$ cat src/rtl/exec_wb_pkg.sv
// exec_wb_pkg: shared defaults, flag bit indices and writeback payload layout for exec_wb_queue.
package exec_wb_pkg;
    localparam int DEF_WIDTH  = 200;
    localparam int DEF_DEPTH  = 4;
    localparam int DEF_FLAG_W = 7;

    localparam int CF = 0;
    localparam int PF = 1;
    localparam int AF = 2;
    localparam int ZF = 3;
    localparam int SF = 4;
    localparam int OF = 5;
    localparam int DF = 6;

    typedef struct packed {
        logic [7:0]  rd_tag;
        logic [63:0] result;
        logic [63:0] pc;
        logic [63:0] mem_addr;
    } wb_payload_t;
endpackage

$ cat src/rtl/exec_wb_flags_reg.sv
// exec_wb_flags_reg: architectural flags register; only bits selected by mask are written when we is high.
module exec_wb_flags_reg #(
    parameter int W = 7,
    parameter logic [W-1:0] RST = '0
) (
    input  logic         clk,
    input  logic         reset,
    input  logic         we,
    input  logic [W-1:0] din,
    input  logic [W-1:0] mask,
    output logic [W-1:0] dout
);
    always_ff @(posedge clk or posedge reset)
        if (reset)
            dout <= RST;
        else if (we)
            dout <= (dout & ~mask) | (din & mask);
endmodule

$ cat src/rtl/exec_wb_queue.sv
// exec_wb_queue: execute-to-writeback circular queue with masked flags commit on accept.
// Define EXEC_WB_BYPASS_EN to let an empty queue pass the payload straight through in the same cycle.
module exec_wb_queue import exec_wb_pkg::*; #(
    parameter int WIDTH  = DEF_WIDTH,
    parameter int DEPTH  = DEF_DEPTH,
    parameter int FLAG_W = DEF_FLAG_W,
    parameter logic [FLAG_W-1:0] FLAG_RST = '0
) (
    input  logic                     clk,
    input  logic                     reset,
    input  logic                     flush,
    input  logic                     in_valid,
    output logic                     in_ready,
    input  logic [WIDTH-1:0]         in_data,
    input  logic [FLAG_W-1:0]        in_flags,
    input  logic [FLAG_W-1:0]        in_flag_mask,
    output logic                     out_valid,
    input  logic                     out_ready,
    output logic [WIDTH-1:0]         out_data,
    output logic [FLAG_W-1:0]        flags_out,
    output logic [$clog2(DEPTH):0]   count
);
    localparam int AW = $clog2(DEPTH);
    localparam int CW = AW + 1;

    logic [WIDTH-1:0] mem [DEPTH];
    logic [AW-1:0]    rd_ptr, wr_ptr;
    logic             byp, accept, push, pop, empty;

    assign empty = (count == '0);
`ifdef EXEC_WB_BYPASS_EN
    assign byp = empty & in_valid & out_ready & ~flush;
`else
    assign byp = 1'b0;
`endif
    // in_ready deliberately ignores out_ready so no combinational path crosses the queue
    assign in_ready  = (count != CW'(DEPTH)) & ~flush;
    assign accept    = in_valid & in_ready;
    assign push      = accept & ~byp;
    assign pop       = ~empty & out_ready;
    assign out_valid = ~empty | byp;
    assign out_data  = byp ? in_data : mem[rd_ptr];

    always_ff @(posedge clk)
        if (push)
            mem[wr_ptr] <= in_data;

    always_ff @(posedge clk or posedge reset)
        if (reset) begin
            rd_ptr <= '0;
            wr_ptr <= '0;
            count  <= '0;
        end else if (flush) begin
            rd_ptr <= '0;
            wr_ptr <= '0;
            count  <= '0;
        end else begin
            if (push)
                wr_ptr <= wr_ptr + AW'(1);
            if (pop)
                rd_ptr <= rd_ptr + AW'(1);
            count <= count + CW'(push) - CW'(pop);
        end

    exec_wb_flags_reg #(.W(FLAG_W), .RST(FLAG_RST)) u_flags (
        .clk   (clk),
        .reset (reset),
        .we    (accept),
        .din   (in_flags),
        .mask  (in_flag_mask),
        .dout  (flags_out)
    );
endmodule

$ cat config.mk
export PLATFORM = sky130hd
export DESIGN_NAME = exec_wb_queue
export DESIGN_NICKNAME = d
export VERILOG_FILES = /design/src/rtl/exec_wb_pkg.sv /design/src/rtl/exec_wb_flags_reg.sv /design/src/rtl/exec_wb_queue.sv
export SDC_FILE = /design/constraint.sdc
export NUM_CORES = 1
export LEC_CHECK = 0
export BUFFER_PORTS_ARGS = -buffer_cell sky130_fd_sc_hd__buf_2
export CAP_MARGIN = 20
export CELL_PAD_IN_SITES_DETAIL_PLACEMENT = 1
export CELL_PAD_IN_SITES_GLOBAL_PLACEMENT = 2
export CORE_UTILIZATION = 45
export DETAILED_ROUTE_END_ITERATION = 16
export PLACE_DENSITY_LB_ADDON = 0.1
export SLEW_MARGIN = 20
export SYNTH_ARGS = -nofsm -noshare
export SYNTH_HDL_FRONTEND = slang
export SYNTH_SLANG_ARGS = --single-unit
$ cat constraint.sdc
create_clock -name clk -period 17.3 [get_ports clk]
set_clock_uncertainty 0.1 [all_clocks]
set_input_delay 3.46 -clock clk [delete_from_list [all_inputs] [get_ports clk]]
set_output_delay 3.46 -clock clk [all_outputs]
set_load 0.005 [all_outputs]
==> flow_summary.ini, run 1 <==
[run_status]
outcome = complete, no violations

[worst_setup_path]
cp.arrival_ns = 3.93
required_ns = 13.74
end_kind = output port
path_max_fanout = 16
critPathLaunchType = input pin
crit_type = input pin to output port

[floorplan]
core-area_sq_um = 64700
ios = 431
die_y_microns = 258
start_util_pct = 45.7
die_w_microns = 258
die_area_sq_um = 66700
rows = 93

[clock_tree]
clk_pin_slew_ns = 0.05
clock_latency_ns = 0.62
hold_buffers = 0
post-cts-setup-buffers = 0
cts_resized = 0
cts_buffers = 85
cts_tree = done
cts_root_buf = clkbuf_16
clockBufferDepth = 3
htreeDepth = 3
cts_sinks = 814

[route]
drtAntennaViolNets = 0
drc = 0
drt_wl_total_mm = 62.9
vias = 13300
drt_first_pass_iters = 4
via_per_inst = 5.25
wl_per_cell_microns = 24.8
drtIter0Drc = 900

[grt]
first_global_vias = 14400
antenna_found_initial = 19
grt_first_pass_wirelength_mm = 92.8
grt_overflow = 0
grtUsageTotal_pct = 18.9
grt_max_degree = 152

[sta]
rsz0062_at_grt = no
hold_slack_ns = 0.382
setup_violations = 0
fin_crit_sh_pct = 43.3
finalCriticalPeriod_ns = 7.49
worst_pin_slew_ns = 1.02
fmax_mhz = 134
tns_ns = 0
relSlewSlack_pct = 32.0
drv_slew = 0
hold_viol_final = 0

[synth]
syn-cell-area_sq_um = 29600
yosys-top-cells-area = edfxtp_1 (81%), mux4_2 (15%), dfrtp_1 (1.2%)
yosys.cell_count.top_type = edfxtp_1
ys_warn_count = 0
synth_cells = 1113
synth_common_cells = edfxtp_1 (800), mux4_2 (200), buf_4 (19), buf_1 (17), dfrtp_1 (14)
ys_types = 26
ys_seq_area_share_pct = 82.4
synth_edf_count = 800
syn_nets = 1339
synthArstFlopShare_pct = 1.72
synthFlopType = edfxtp_1
syn_area_per_cell_sq_um = 26.6
synth_seq_cells = 814
yosysTopAreaCell = edfxtp_1
yosysTopAreaCellShare_pct = 81.3

[power]
power.density_nw_per_um2 = 144
total_power_mw = 5.11
worst_ir_drop_vdd_mv = 0.0932
p_leak_nw = 11.8

[finish]
layout.nets = 1825
ff_latch_area_sq_um = 24400
finish.instance_area_sq_um = 35500
final_cells = 2533
post_route_cells_drive_above_1_share_pct = 46.0
fillers = 5618
synthToLayoutAreaGrowth_pct = 20.0
multiInputGateArea_sq_um = 4930

[place]
gp_congestion = 0.726
dpl.hpwl_mm = 37.9
place_area_sq_um = 32700
dp_cells = 2367
io_buffers = 430

[run]
max_cap_violations = 0

[hold_path]
hp-class = flip-flop to flip-flop
metal layers:
metal  track usage (%)  routed length [microns]  up-vias
li1                  -                        -     5819
met3              6.25                     4450      113
met2              31.0                    31700      334
met4              5.03                     1280       26
met1              24.3                    25400     7015
met5                 0                      159        -
placed cells by master, fill, tap and decap left out, types with 2 or more instances in the layout:
master and count:
buf_4 12, edfxtp_1 800, buf_2 430, nand2_1 3, mux2_1 8, nor3_1 3
ha_1 6, mux4_2 200, nor2_1 6, inv_1 6, buf_12 2, clkinv_2 11
and2_4 4, clkbuf_1 27, clkinv_1 17, bufinv_16 8, dfrtp_1 12, clkinvlp_4 3
diode_2 7, xor2_1 2, xnor2_1 2, clkbuf_16 89, nor4bb_1 4, clkinv_8 2
dfrtp_4 2
state kept, by name, indices dropped and copies added, names as in the netlist, named ones only:
register and cells:
mem 800, count 3, rd_ptr 2, wr_ptr 2
worst paths after layout:
| check | slack (ns) | to | start | cells past startpoint |
|---|---|---|---|---|
| worst max-delay path | 9.81 | in_ready | flush | 3 |
| worst min-delay path | 0.38 | flip-flop | flip-flop | 1 |
| worst max register to register | 13.36 | mem[0][32] | count[1] | 5 |
| worst min register to register | 0.38 | flip-flop | flip-flop | 1 |
| max in group asynchronous | 13.87 | rd_ptr[0] | reset | 2 |
| min in group asynchronous | 2.79 | async pin | reset | 2 |
power by group:
group	leakage (nW)	total, mW	switching (mW)	internal [mW]
logic	3.03	0.954	0.472	0.482
clock network	1.33	1.79	0.725	1.06
registers	7.43	2.37	0.0566	2.31
total	11.8	5.11	1.25	3.86
final cells by class:
cell class                 count  share of cell area [%]
sequential                   814                    68.7
multi-input combinational    247                    13.9
antenna                        7                  0.0494
inverter                       6                  0.0635
clock inverter                43                    1.22
clock buffer                 116                    6.56
tap                          855                    3.02
timing repair buffer         445                    6.47
critical path, cell delays in order:
cell	delay, ns
buf_2	0.24
nor2_1	0.08
buf_2	0.14
per-stage QoR:
| step | setup WS [ns] | util (%) |
|---|---|---|
| after floorplan | 8.21 | - |
| after global placement | 9.81 | 50.5 |
| after detailed placement | 9.81 | 50.5 |
| after CTS | 9.55 | 54.8 |
| after global routing | 9.69 | 54.8 |
| final | 9.81 | 54.8 |
logic make-up (layout without fill, tap and decap cells):
group,count (synthesis),count (layout),share of synthesized area (%)
xor gates and xnor gates,4,4,0.119
AOI/OAI and AO/OA,2,2,0.0593
muxes,209,209,15.6
adders and majority gates,7,7,0.322
other,0,7,0
buffers and inverters,52,610,0.927
DFF,814,814,82.4
and+or+nand+nor,25,25,0.554
No activity file was read; power rests on OpenSTA's default activity.
==> inputs of run 2 (changes only) <==
--- a/config.mk
+++ b/config.mk
@@ -5,11 +5,12 @@
 export SDC_FILE = /design/constraint.sdc
 export NUM_CORES = 1
 export LEC_CHECK = 0
+export ABC_AREA = 1
 export BUFFER_PORTS_ARGS = -buffer_cell sky130_fd_sc_hd__buf_2
 export CAP_MARGIN = 20
 export CELL_PAD_IN_SITES_DETAIL_PLACEMENT = 1
 export CELL_PAD_IN_SITES_GLOBAL_PLACEMENT = 2
-export CORE_UTILIZATION = 45
+export CORE_UTILIZATION = 40
 export DETAILED_ROUTE_END_ITERATION = 16
 export PLACE_DENSITY_LB_ADDON = 0.1
 export SLEW_MARGIN = 20
==> constraint.sdc (replaced) <==
create_clock -name clk -period 7.65 [get_ports clk]
set_clock_uncertainty 0.1 [all_clocks]
set_input_delay 1.53 -clock clk [delete_from_list [all_inputs] [get_ports clk]]
set_output_delay 1.53 -clock clk [all_outputs]
set_load 0.005 [all_outputs]
==> run 2 against run 1 <==
  * Worst setup slack lost 7.6 ns
  * Combinational power grew to 2.6 times the previous value
  * Cell area increased by 1.1%
  * Highest routed layer unchanged
  * Global-route usage up 1.4 points
  * Synthesized cell count rose by 82%
  * Non-clock buffer count grew 4
  * Core utilization shrank 6.9 points
  * Clock-buffer cell count is 12 lower
  * First-iteration DRC count fell by 5.9%
  * Flip-flop and latch count stayed put
  * Synthesized area up 2.7%
==> flow_summary.ini, run 2 <==
[place]
gp_congestion = 0.751
io_buffers = 430
dpl.hpwl_mm = 43.4
place_area_sq_um = 33300
place_ws_ns = 2.84

[floorplan]
start_util_pct = 40.6
ios = 431
rows = 100
core-area_sq_um = 74800
die_area_sq_um = 77000
die_y_microns = 277
die_w_microns = 277

[grt]
antenna_found_initial = 34
grt_max_degree = 187
first_global_vias = 19300
grtUsageTotal_pct = 20.2
grt_overflow = 0
grt_first_pass_wirelength_mm = 118

[synth]
yosys-top-cells-area = edfxtp_1 (79%), o21ai_0 (5.4%), nor2_1 (5.1%)
syn_nets = 2257
synthArstFlopShare_pct = 1.72
yosysTopAreaCell = edfxtp_1
synthFlopType = edfxtp_1
syn-cell-area_sq_um = 30400
synth_top_family_by_area = compound AO/OA/AOI/OAI gates
synth_xor_xnor_area_share_pct = 0.0577
yosys-mux-area-fraction_pct = 0
yosysTopAreaCellShare_pct = 79.1
synth_seq_cells = 814
ys_seq_area_share_pct = 80.3
ys_warn_count = 0
synth_adder_area_share_pct = 0.313
synth_edf_count = 800
synth_cells = 2031
yosys.cell_count.top_type = edfxtp_1
ys_types = 21
synth-simple-area-share_pct = 5.77
syn_area_per_cell_sq_um = 14.9
synth_common_cells = edfxtp_1 (800), nor2_1 (410), o21ai_0 (329), o22ai_1 (200), o21ai_1 (72)
synth-compound-area-share_pct = 10.8

[finish]
finish.instance_area_sq_um = 35900
layout.nets = 2657
max_flop_register = mem
layout_commonest_cell = edfxtp_1
largest_reg_flops = 800
fillers = 7424
post_route_cells_drive_above_1_share_pct = 23.0
synthToLayoutAreaGrowth_pct = 18.2
post-route-util_pct = 47.9
final_cell_mix = edfxtp_1 (800), buf_2 (430), nor2_1 (406), o21ai_0 (329), o22ai_1 (200)
reg_top3 = mem: 800 flops, count: 3 flops

[route]
drtIter0Drc = 847
drc = 0
drt_first_pass_iters = 5
wl_per_cell_microns = 22.6
drtAntennaViolNets = 0
via_per_inst = 5.34
drt_wl_total_mm = 78.6
vias = 18500

[clock_tree]
cts_root_buf = clkbuf_16
post-cts-setup-buffers = 0
htreeDepth = 3
cts_tree = done
clk_pin_slew_ns = 0.06
cts_resized = 0
cts_buffers = 85
clockBufferDepth = 3
cts_sinks = 814
hold_buffers = 0
clock_latency_ns = 0.61

[power]
power.density_nw_per_um2 = 325
p_leak_nw = 12.4
worst_ir_drop_vdd_mv = 0.189

[worst_setup_path]
critPathLaunchType = flip-flop
required_ns = 6.02
path_max_fanout = 98
crit_type = flip-flop to output port
cp.arrival_ns = 3.80
end_kind = output port

[sta]
hold_slack_ns = 0.384
setup_slack_ns = 2.22
hold_viol_final = 0
fin_crit_sh_pct = 71.0
worst_pin_slew_ns = 1.09
fmax_mhz = 184
rsz0062_at_grt = no
setup_violations = 0
relSlewSlack_pct = 27.4
drv_slew = 0
tns_ns = 0
finalCriticalPeriod_ns = 5.43

[hold_path]
hp-class = flip-flop to flip-flop

[run]
max_cap_violations = 0

[run_status]
outcome = complete, no violations
run 2: changes by cell type after synthesis, sizes merged, moves of 4 or more:
cell / before / now
and2: 4 / 0
buf: 42 / 94
clkbuf: 4 / 42
inv: 6 / 16
mux2: 8 / 0
mux4: 200 / 0
nand2: 3 / 23
nand3: 0 / 7
nand4: 0 / 14
nor2: 6 / 410
nor4bb: 4 / 0
o21ai: 0 / 401
o22ai: 0 / 200
run 2: cell families (layout without fill, tap and decap cells):
logic type      after synthesis  after routing
compound gates              602            602
xor+xnor                      2              2
fa+ha+maj                     7              7
buf+inv                     152            617
flops                       814            814
other cells                   0              8
simple gates                454            454
run 2: worst max-delay path, stage by stage, from the launching register on:
cell,delay (ns)
dfrtp_4,0.81
buf_4,0.69
buf_4,0.87
o21ai_0,0.22
o22ai_1,0.26
buf_2,0.15
run 2: stage by stage:
stage               std cells  total power [mW]
finish                   3473              11.7
global route             3472              12.2
CTS                      3465              11.8
detailed placement       3313              7.92
global placement         3312              7.84
floorplan                2031              6.83
run 2: final timing paths:
path	from	endpoint	slack, ns	depth (start not counted)
max	rd_ptr[0]	out_data[64]	2.22	5
min	flip-flop	flip-flop	0.38	2
max reg2reg	count[1]	mem[0][153]	4.37	5
min reg2reg	flip-flop	flip-flop	0.38	2
max in group asynchronous	reset	rd_ptr[0]	6.10	2
min in group asynchronous	reset	async pin	0.88	2
run 2: cell type report:
type / instances / area (sq um) / area share, %
antenna: 8 / 20.0 / 0.0558
multi-input combinational: 1065 / 5160 / 14.4
tap: 969 / 1210 / 3.38
inverter: 16 / 72.6 / 0.202
clock inverter: 48 / 382 / 1.06
timing repair buffer: 449 / 2430 / 6.77
clock buffer: 104 / 2220 / 6.19
sequential: 814 / 24400 / 68.0
run 2: report_power, final:
group	internal, mW	switching (mW)
Combinational	0.805	1.63
Clock	2.23	1.67
Sequential	5.21	0.115
Total	8.24	3.42
run 2: layer usage:
layer | global-route usage, % | wire length, microns | vias up
li1 | - | - | 8498
met1 | 24.6 | 32600 | 9493
met2 | 34.4 | 39000 | 356
met3 | 6.38 | 4990 | 154
met4 | 5.88 | 1800 | 40
met5 | 0 | 253 | -
==> inputs of run 3 (changes only) <==
==> constraint.sdc (replaced) <==
create_clock -name clk -period 5.3 [get_ports clk]
set_clock_uncertainty 0.1 [all_clocks]
set_input_delay 1.06 -clock clk [delete_from_list [all_inputs] [get_ports clk]]
set_output_delay 1.06 -clock clk [all_outputs]
set_load 0.005 [all_outputs]
==> run 3 against run 2 <==
  * First-iteration DRC count increased by 34%
  * Core utilization rose by 0.30 points
  * Flip-flop and latch count did not move
  * Die area did not move
  * Register-to-register slack lost 1.7 ns
  * Sequential power up 45%
  * Global-route usage down 0.080 points
  * Combinational power is 45% higher
  * Clock power grew 48%
  * Critical endpoint is now out_data[171]
  * Highest routed layer unchanged
==> flow_summary.ini, run 3 (synthesis gave the netlist of run 2 again) <==
[worst_setup_path]
crit_type = flip-flop to output port
path_max_fanout = 160
slowest_delay_ns = 0.91
critical-path-top-delay-family = buffers and inverters
required_ns = 4.14
end_kind = output port
critPathLaunchType = flip-flop
crit_path_cell_trace = buf_12 -> buf_16 -> o21ai_0 -> o22ai_1 -> buf_2
rrSetupSlack_ns = 2.68
cp.arrival_ns = 3.30
worst-path-buf-inv = 3
cp_slowest_cell = dfrtp_4

[clock_tree]
cts_sinks = 814
htreeDepth = 3
clockBufferDepth = 3
cts_resized = 0
hold_buffers = 0
cts_root_buf = clkbuf_16
post-cts-setup-buffers = 0
cts_tree = done
clk_pin_slew_ns = 0.06
cts_buffers = 87
clock_latency_ns = 0.62

[place]
place_area_sq_um = 33300
io_buffers = 430
dp_cells = 3319
gp_congestion = 0.728
dpl.hpwl_mm = 44.4

[power]
worst_ir_drop_vdd_mv = 0.320
p_int_mw = 12.0
switching_share_pct = 29.2
clkPwrFrac_pct = 33.9
pwr-share-seq_pct = 45.2
p_leak_nw = 12.5
p_sw_mw = 4.96
power.density_nw_per_um2 = 471
total_power_mw = 17.0
combPwrFrac_pct = 20.9

[finish]
final_cells = 3489
post_route_cells_drive_above_1_share_pct = 23.4
layout_commonest_cell = edfxtp_1
reg_top3 = mem: 800 flops, count: 3 flops
synthToLayoutAreaGrowth_pct = 18.9
post-route-util_pct = 48.3
layout.nets = 2666
max_flop_register = mem
largest_reg_flops = 800
final_cell_mix = edfxtp_1 (800), buf_2 (430), nor2_1 (406), o21ai_0 (329), o22ai_1 (200)
finish.instance_area_sq_um = 36100
fillers = 7444

[sta]
fmax_mhz = 224
finalCriticalPeriod_ns = 4.46
drv_slew = 0
hold_slack_ns = 0.377
fin_crit_sh_pct = 84.2
hold_viol_final = 0
relSlewSlack_pct = 40.7
worst_pin_slew_ns = 0.889
rsz0062_at_grt = no
setup_violations = 0

[route]
drc = 0
drt_wl_total_mm = 78.3
wl_per_cell_microns = 22.5
drtIter0Drc = 1133
via_per_inst = 5.29
drt_first_pass_iters = 4
vias = 18500
drtAntennaViolNets = 0

[floorplan]
die_area_sq_um = 77000
start_util_pct = 40.6
core-area_sq_um = 74800
die_y_microns = 277
ios = 431
die_w_microns = 277
rows = 100

[grt]
grt_overflow = 0
antenna_found_initial = 24
grt_max_degree = 231
first_global_vias = 19300
grt_first_pass_wirelength_mm = 118
grtUsageTotal_pct = 20.2

[hold_path]
hp-class = flip-flop to flip-flop

[run]
max_cap_violations = 0

[run_status]
outcome = complete, no violations
[run 3: cell count changes in the layout (fill, tap and decap cells not counted), moves of 2 or more]
cell | previous run | this run
diode_2 | 8 | 11
buf_4 | 9 | 11
buf_12 | 9 | 14
clkbuf_16 | 86 | 88
clkbuf_8 | 0 | 2
[run 3: area by class of cell]
cell class,count,area (sq um),area share (%)
diodes,11,27.5,0.0762
clock buffers,108,2300,6.36
clock inverters,50,409,1.13
inverters,16,72.6,0.201
multi-input cells,1065,5160,14.3
flip-flops and latches,814,24400,67.5
well taps,969,1210,3.36
repair buffers,456,2540,7.04
[run 3: worst reg2reg max path, delay by kind of cell, from the launching register on]
| family | cells | cell delay [ns] |
|---|---|---|
| fa+ha+maj | 3 | 0.82 |
| xor+xnor | 1 | 0.16 |
| flops | 1 | 0.43 |
| buf+inv | 2 | 0.10 |
| simple gates | 4 | 0.91 |
[run 3: stage by stage]
step,TNS [ns],setup slack (ns)
finish,0,0.837
global route,0,0.665
CTS,0,0.782
detailed placement,0,1.46
global placement,0,1.51
floorplan,-1503.14,-1.88
[run 3: worst paths after layout]
kind                            from       endpoint  cells after the start
max                        rd_ptr[0]  out_data[171]                      5
min                        flip-flop      flip-flop                      2
max reg2reg                 count[1]       count[2]                     10
min reg2reg                flip-flop      flip-flop                      2
max in group asynchronous      reset      rd_ptr[1]                      2
min in group asynchronous      reset      async pin                      2
[run 3: layer usage]
metal	share of wire [%]	vias up	GRT usage, %	wire [microns]
met5	0.19	-	0	145
met4	2.3	24	6.25	1770
met3	5.6	138	5.00	4410
met2	50	349	33.9	39000
met1	42	9409	25.6	33000
li1	-	8540	-	-
[run 3: power by group through the flow]
stage               sequential, mW  combinational, mW  clock, mW
finish                        7.69               3.55       5.76
CTS                           7.69               3.64       5.92
detailed placement            7.83               3.62          0
floorplan                     7.80               2.01          0
global route                  7.72               3.93       6.14
global placement              7.81               3.55          0
